### src/rtl/fx3_stream_writer_if.sv
// Signal bundle between the FX3 stream writer, the sample FIFO flags, the GPIF pins
// and the host register block. The writer uses the master side.
interface fx3_stream_writer_if #(
    parameter int THREADS = 2,
    parameter int TW      = 2,
    parameter int LEVEL_W = 10
);
    logic               enable;
    logic               fx3_nReady;
    logic [THREADS-1:0] fx3_thReady;
    logic [THREADS-1:0] fx3_thWatermark;
    logic [LEVEL_W-1:0] fifoLevel;
    logic               fx3_nWrite;
    logic               fifoRead;
    logic [TW-1:0]      fx3_threadAddr;
    logic               busy;
    logic [15:0]        underrunCount;
    logic [31:0]        bufferCount;

    modport master (
        input  enable, fx3_nReady, fx3_thReady, fx3_thWatermark, fifoLevel,
        output fx3_nWrite, fifoRead, fx3_threadAddr, busy, underrunCount, bufferCount
    );

    modport slave (
        output enable, fx3_nReady, fx3_thReady, fx3_thWatermark, fifoLevel,
        input  fx3_nWrite, fifoRead, fx3_threadAddr, busy, underrunCount, bufferCount
    );
endinterface

### src/rtl/fx3_stream_writer.sv
// FX3 GPIF-II write controller: streams FIFO words into 1..4 DMA threads round-robin,
// one full buffer per turn, pausing on FIFO underrun.
module fx3_stream_writer #(
    parameter int THREADS       = 2,
    parameter int TW            = 2,
    parameter int LEVEL_W       = 10,
    parameter int LOW_LEVEL     = 16,
    parameter int RESUME_LEVEL  = 512,
    parameter int POST_WM_WORDS = 3,
    parameter int TURN_DELAY    = 2
) (
    input  logic                fx3_clock,
    input  logic                fx3_reset,
    fx3_stream_writer_if.master bus
);
    localparam int PW = (POST_WM_WORDS > 0) ? $clog2(POST_WM_WORDS + 1) : 1;
    localparam int DW = $clog2(TURN_DELAY + 1);
    localparam logic [LEVEL_W-1:0] LOW_LVL    = LEVEL_W'(LOW_LEVEL);
    localparam logic [LEVEL_W-1:0] RESUME_LVL = LEVEL_W'(RESUME_LEVEL);
    localparam logic [TW-1:0]      LAST_ADDR  = TW'(THREADS - 1);

    typedef enum logic [2:0] {
        IDLE, WAIT_READY, WAIT_WM, SEND, POST, UNDERRUN, TURN
    } state_e;

    state_e             state_q, state_d;
    logic [PW-1:0]      post_cnt_q, post_cnt_d;
    logic [DW-1:0]      turn_cnt_q, turn_cnt_d;
    logic [TW-1:0]      addr_q, addr_d;
    logic [15:0]        underrun_q, underrun_d;
    logic [31:0]        buffer_q, buffer_d;
    logic               nwrite_q, nwrite_d;
    logic               busy_q, busy_d;
    logic               nready_q;
    logic [THREADS-1:0] thready_q;
    logic [THREADS-1:0] thwm_q;
    logic               ready_sel;
    logic               wm_sel;

    always_comb begin
        ready_sel = 1'b0;
        wm_sel    = 1'b0;
        for (int i = 0; i < THREADS; i++) begin
            if (addr_q == TW'(i)) begin
                ready_sel = thready_q[i];
                wm_sel    = thwm_q[i];
            end
        end
    end

    always_comb begin
        // NOTE: every next-state variable is given its hold value first, so no branch can leave it unassigned and infer a latch.
        state_d    = state_q;
        post_cnt_d = post_cnt_q;
        turn_cnt_d = turn_cnt_q;
        addr_d     = addr_q;
        underrun_d = underrun_q;
        buffer_d   = buffer_q;

        case (state_q)
            IDLE: begin
                if (bus.enable) state_d = WAIT_READY;
            end
            WAIT_READY: begin
                if (!bus.enable) begin
                    state_d = IDLE;
                end else if (ready_sel && !nready_q && (bus.fifoLevel > LOW_LVL)) begin
                    state_d = WAIT_WM;
                end
            end
            WAIT_WM: begin
                if (wm_sel) state_d = SEND;
            end
            SEND: begin
                // A falling watermark wins over a simultaneous underrun: the buffer is finishing anyway.
                if (!wm_sel) begin
                    if (POST_WM_WORDS == 0) begin
                        state_d    = TURN;
                        turn_cnt_d = DW'(TURN_DELAY);
                    end else begin
                        state_d    = POST;
                        post_cnt_d = PW'(POST_WM_WORDS);
                    end
                end else if (bus.fifoLevel <= LOW_LVL) begin
                    state_d = UNDERRUN;
                    if (underrun_q != 16'hFFFF) underrun_d = underrun_q + 16'd1;
                end
            end
            POST: begin
                post_cnt_d = post_cnt_q - PW'(1);
                if (post_cnt_q == PW'(1)) begin
                    state_d    = TURN;
                    turn_cnt_d = DW'(TURN_DELAY);
                end
            end
            UNDERRUN: begin
                if (bus.fifoLevel >= RESUME_LVL) state_d = SEND;
            end
            TURN: begin
                turn_cnt_d = turn_cnt_q - DW'(1);
                if (turn_cnt_q == DW'(1)) begin
                    state_d  = WAIT_READY;
                    buffer_d = buffer_q + 32'd1;
                    addr_d   = (addr_q == LAST_ADDR) ? '0 : addr_q + TW'(1);
                end
            end
            default: state_d = IDLE;
        endcase
    end

    // Strobe and busy are decoded from the next state so they line up with the state register.
    assign nwrite_d = !((state_d == SEND) || (state_d == POST));
    assign busy_d   = (state_d != IDLE);

    always_ff @(posedge fx3_clock) begin
        // NOTE: sequential state uses non-blocking assignment so every register updates from pre-edge values.
        if (fx3_reset) begin
            state_q    <= IDLE;
            post_cnt_q <= '0;
            turn_cnt_q <= '0;
            addr_q     <= '0;
            underrun_q <= '0;
            buffer_q   <= '0;
            nwrite_q   <= 1'b1;
            busy_q     <= 1'b0;
            nready_q   <= 1'b0;
            thready_q  <= '0;
            thwm_q     <= '0;
        end else begin
            state_q    <= state_d;
            post_cnt_q <= post_cnt_d;
            turn_cnt_q <= turn_cnt_d;
            addr_q     <= addr_d;
            underrun_q <= underrun_d;
            buffer_q   <= buffer_d;
            nwrite_q   <= nwrite_d;
            busy_q     <= busy_d;
            nready_q   <= bus.fx3_nReady;
            thready_q  <= bus.fx3_thReady;
            thwm_q     <= bus.fx3_thWatermark;
        end
    end

    assign bus.fx3_nWrite     = nwrite_q;
    assign bus.fifoRead       = ~nwrite_q;
    assign bus.fx3_threadAddr = addr_q;
    assign bus.busy           = busy_q;
    assign bus.underrunCount  = underrun_q;
    assign bus.bufferCount    = buffer_q;
endmodule
### src/flat_wrapper.sv
// flat-port wrapper written by rule: the top's interface ports become plain ports
module fx3_stream_writer_flat 
#(
    parameter int THREADS       = 2,
    parameter int TW            = 2,
    parameter int LEVEL_W       = 10,
    parameter int LOW_LEVEL     = 16,
    parameter int RESUME_LEVEL  = 512,
    parameter int POST_WM_WORDS = 3,
    parameter int TURN_DELAY    = 2
)
  (fx3_clock, fx3_reset, bus_enable, bus_fx3_nReady, bus_fx3_thReady, bus_fx3_thWatermark, bus_fifoLevel, bus_fx3_nWrite, bus_fifoRead, bus_fx3_threadAddr, bus_busy, bus_underrunCount, bus_bufferCount);
  fx3_stream_writer_if #(.THREADS(THREADS), .TW(TW), .LEVEL_W(LEVEL_W)) bus_i ();
  input  logic fx3_clock;
  input  logic fx3_reset;
  input wire logic [$bits(bus_i.enable)-1:0] bus_enable;
  input wire logic [$bits(bus_i.fx3_nReady)-1:0] bus_fx3_nReady;
  input wire logic [$bits(bus_i.fx3_thReady)-1:0] bus_fx3_thReady;
  input wire logic [$bits(bus_i.fx3_thWatermark)-1:0] bus_fx3_thWatermark;
  input wire logic [$bits(bus_i.fifoLevel)-1:0] bus_fifoLevel;
  output wire logic [$bits(bus_i.fx3_nWrite)-1:0] bus_fx3_nWrite;
  output wire logic [$bits(bus_i.fifoRead)-1:0] bus_fifoRead;
  output wire logic [$bits(bus_i.fx3_threadAddr)-1:0] bus_fx3_threadAddr;
  output wire logic [$bits(bus_i.busy)-1:0] bus_busy;
  output wire logic [$bits(bus_i.underrunCount)-1:0] bus_underrunCount;
  output wire logic [$bits(bus_i.bufferCount)-1:0] bus_bufferCount;
  assign bus_i.enable = bus_enable;
  assign bus_i.fx3_nReady = bus_fx3_nReady;
  assign bus_i.fx3_thReady = bus_fx3_thReady;
  assign bus_i.fx3_thWatermark = bus_fx3_thWatermark;
  assign bus_i.fifoLevel = bus_fifoLevel;
  assign bus_fx3_nWrite = bus_i.fx3_nWrite;
  assign bus_fifoRead = bus_i.fifoRead;
  assign bus_fx3_threadAddr = bus_i.fx3_threadAddr;
  assign bus_busy = bus_i.busy;
  assign bus_underrunCount = bus_i.underrunCount;
  assign bus_bufferCount = bus_i.bufferCount;
  fx3_stream_writer #(.THREADS(THREADS), .TW(TW), .LEVEL_W(LEVEL_W), .LOW_LEVEL(LOW_LEVEL), .RESUME_LEVEL(RESUME_LEVEL), .POST_WM_WORDS(POST_WM_WORDS), .TURN_DELAY(TURN_DELAY)) u_core (.fx3_clock(fx3_clock), .fx3_reset(fx3_reset), .bus(bus_i));
endmodule
### config.mk
export PLATFORM = sky130hd
export DESIGN_NAME = fx3_stream_writer_flat
export DESIGN_NICKNAME = d
export VERILOG_FILES = /design/src/rtl/fx3_stream_writer_if.sv /design/src/rtl/fx3_stream_writer.sv /design/src/flat_wrapper.sv
export SDC_FILE = /design/constraint.sdc
export NUM_CORES = 1
export LEC_CHECK = 0
export CORE_MARGIN = 3
export CORE_UTILIZATION = 25
export DETAILED_ROUTE_END_ITERATION = 8
export PLACE_DENSITY = 0.53
export SYNTH_ARGS = -nofsm -noshare
export SYNTH_HDL_FRONTEND = slang
export SYNTH_SLANG_ARGS = --single-unit
### constraint.sdc
create_clock -name fx3_clock -period 6.7 [get_ports fx3_clock]
set_input_delay 2.01 -clock fx3_clock [delete_from_list [all_inputs] [get_ports fx3_clock]]
set_output_delay 2.01 -clock fx3_clock [all_outputs]
set_load 0.02 [all_outputs]
==> reports/metrics.cfg <==
[pwr]
seqPwrFrac_pct=46.3
irDropWorstVdd_uv=95.4
p_per_area_nw_per_um2=206
power.switching_uw=173
swShare_pct=20.7
clockPowerShare_pct=50.5
leakage_nw=1.27
p_int_uw=661
total_power_uw=834
p_comb_share_pct=3.2

[floorplanning]
dieArea_sq_um=13300
core_sq_um=11600
die_h_um=115
top_level_ports=71
initial_core_util_pct=25.8
dieWidth_um=115
rows=39

[critical_path]
cp.depth=6
ff2ff_path_depth=5
crit_family=simple AND/OR/NAND/NOR gates
path_max_fanout=13
critPathRequiredTime_ns=6.95
crit_path_max_incr_delay_ns=0.48
critPathSlowestCell=or3_1
crit_buf_inv=1
cp-end-kind=flip-flop
worstSetupPathType=in2reg
cp-start-kind=primary input
crit_path_cell_trace=clkdlybuf4s50_1 -> o41ai_1 -> and3_1 -> nand4_1 -> or3_1 -> a21oi_1
critPathArrivalTime_ns=4.19

[finish]
diodes=0
regArea_sq_um=1280
area_growth_pct=35.7
fin_nets=439
drive_above_1_share_pct=4.30
multiInputGateArea_sq_um=1590
n_fill_cell=1222

[worst_hold_path]
hp-class=reg2reg
whs_path_depth=1

[timing]
slew_violations=0
hold_violations=0
fin_tns_setup_ns=0
period_minus_slack_ns=3.95
final.period_utilization_pct=58.9
fmax_mhz=253
rsz0062_at_grt=no
setup_viol=0
fin_skew_ns=0.00723
tightestPinTransition_ns=0.851
relSlewSlack_pct=43.1

[global_routing]
grt_max_degree=62
grt_pass1_wl_um=12400
grt_antenna_before_repair=0
overflow=0
gr-usage-all-layers_pct=11.6
grt_pass1_vias=2579

[cts]
clockRootBuffer=clkbuf_16
ctsLongestPathBuffers=2
worstSkewPairLatency_ns=0.32
numClockSinks=64
path_clk_slew_ns=0.05
cts.htree.levels=3
cts-buffers-inserted=9
cts-hold-fix-buffers=0
cts_resized=0
cts_tree=built
post-cts-setup-buffers=0

[synthesis]
avgSynthCellArea_sq_um=8.41
async_flop_share_pct=0
ys_types=45
yosys.area_share.simple_pct=30.1
synth_fa_ha_area_share_pct=1.68
yosysSeqAreaShare_pct=42.9
ys.flop_type=dfxtp_1
synth-edff-count=0
synth_area_sq_um=2980
synth_compound_area_share_pct=10.7
yosys_warnings=0
ys_ff_latch=64
syn_nets=377
synth_xor_area_share_pct=9.39
synth_mux_area_share_pct=1.38
synthCells=355
synth_top_family_by_area=simple AND/OR/NAND/NOR gates

[run_status]
status=completed

[placement]
io_buffers=70
dp_hpwl_um=4990
place.gp.congestion=0.739

[drt]
vias_per_cell=4.79
drt-initial-drc-count=124
antenna_left=0
first_pass_iters=4
drt_wl_total_um=7450
wl_per_cell_um=13.3
vias=2690
drc=0

[run]
maxCapViolCount=0

## cell type report
type	instances	share of cell area (%)
Sequential cell	64	31.6
Timing Repair Buffer	71	17.4
Inverter	10	0.927
Clock inverter	1	0.124
Tap cell	143	4.42
Clock buffer	12	6.33
Multi-Input combinational cell	261	39.2
## sequential cells by signal (all words and copies together) (netlist names)
name,cells
u_core.nready_q,1
u_core.bus.underrunCount,16
u_core.thready_q,2
u_core.turn_cnt_q,2
u_core.bus.busy,1
u_core.state_q,3
u_core.bus.fx3_threadAddr,2
u_core.bus.bufferCount,32
u_core.bus.fx3_nWrite,1
u_core.post_cnt_q,2
u_core.thwm_q,2
## power groups by stage
stage	clock network, mW	logic (mW)	registers (mW)
after detailed placement	0	0.0273	0.394
after global routing	0.454	0.0296	0.386
after floorplan	0	0.0137	0.393
final	0.421	0.0269	0.386
after global placement	0	0.0272	0.394
after CTS	0.438	0.0274	0.386
## per-stage QoR
step                      worst slack [ns]  hold slack (ns)  instance area, sq um  utilization [%]  std cells
after global placement                2.46            0.460                  3790             32.8        549
after CTS                             2.75            0.486                  4050             35.0        562
after global routing                  2.49            0.494                  4050             35.0        562
after floorplan                       3.10            0.445                  2980                -        355
final                                 2.75            0.482                  4050             35.0        562
after detailed placement              2.42            0.477                  3790             32.8        549
## synthesized netlist by cell type (all sizes together) (4+ instances only)
cell type | instances | share of area [%]
dfxtp | 64 | 43
nor2 | 44 | 5.5
xnor2 | 28 | 8.2
a21oi | 24 | 4.0
clkbuf | 18 | 2.3
nand2 | 18 | 2.3
or3 | 17 | 3.7
o21ai | 16 | 2.7
nand3 | 15 | 2.5
nand4 | 13 | 2.7
nor3 | 13 | 2.2
nor4 | 12 | 2.5
inv | 10 | 1.3
and4 | 7 | 2.1
nor2b | 6 | 1.3
nor3b | 6 | 1.5
and3 | 5 | 1.0
ha | 4 | 1.7
xor2 | 4 | 1.2
## cell usage in the layout (no fill, tap or decap), types with 4 or more instances in the layout
| cell | instances |
|---|---|
| o21ai_0 | 16 |
| inv_1 | 10 |
| xnor2_1 | 28 |
| or3_1 | 16 |
| nor4_1 | 12 |
| and4_1 | 7 |
| clkdlybuf4s50_1 | 69 |
| xor2_1 | 4 |
| nand4_1 | 13 |
| nor2_1 | 44 |
| nor2b_1 | 6 |
| nand2_1 | 18 |
| clkbuf_16 | 9 |
| nor3b_1 | 6 |
| a21oi_1 | 24 |
| dfxtp_1 | 64 |
| and3_1 | 5 |
| ha_1 | 4 |
| nor3_1 | 13 |
| nand3_1 | 15 |
## kinds of logic after synthesis
group / after synthesis
xor gates and xnor gates: 32
adders and majority gates: 4
DFF: 64
buffers and inverters: 30
AOI/OAI and AO/OA: 55
and+or+nand+nor: 166
muxes: 4
## worst paths after layout
check / startpoint / to / slack, ns
worst max-delay path: bus_fifoLevel[0] / u_core.bus.underrunCount[15]$_SDFFE_PP0P_ / 2.75
worst min-delay path: u_core.turn_cnt_q[0]$_SDFFE_PP0P_ / u_core.turn_cnt_q[0]$_SDFFE_PP0P_ / 0.48
worst max register to register: u_core.state_q[1]$_SDFF_PP0_ / u_core.bus.bufferCount[21]$_SDFFE_PP0P_ / 3.98
worst min register to register: u_core.turn_cnt_q[0]$_SDFFE_PP0P_ / u_core.turn_cnt_q[0]$_SDFFE_PP0P_ / 0.48
## metal layers
| layer | up-vias | part of all wire [%] | track usage, % |
|---|---|---|---|
| met3 | 13 | 6.4 | 4.58 |
| met2 | 66 | 45 | 17.7 |
| met5 | - | 0 | 0 |
| met4 | 0 | 1.8 | 4.23 |
| li1 | 1392 | - | - |
| met1 | 1219 | 47 | 14.8 |
Note: power is estimated with default switching activity, not from simulation.
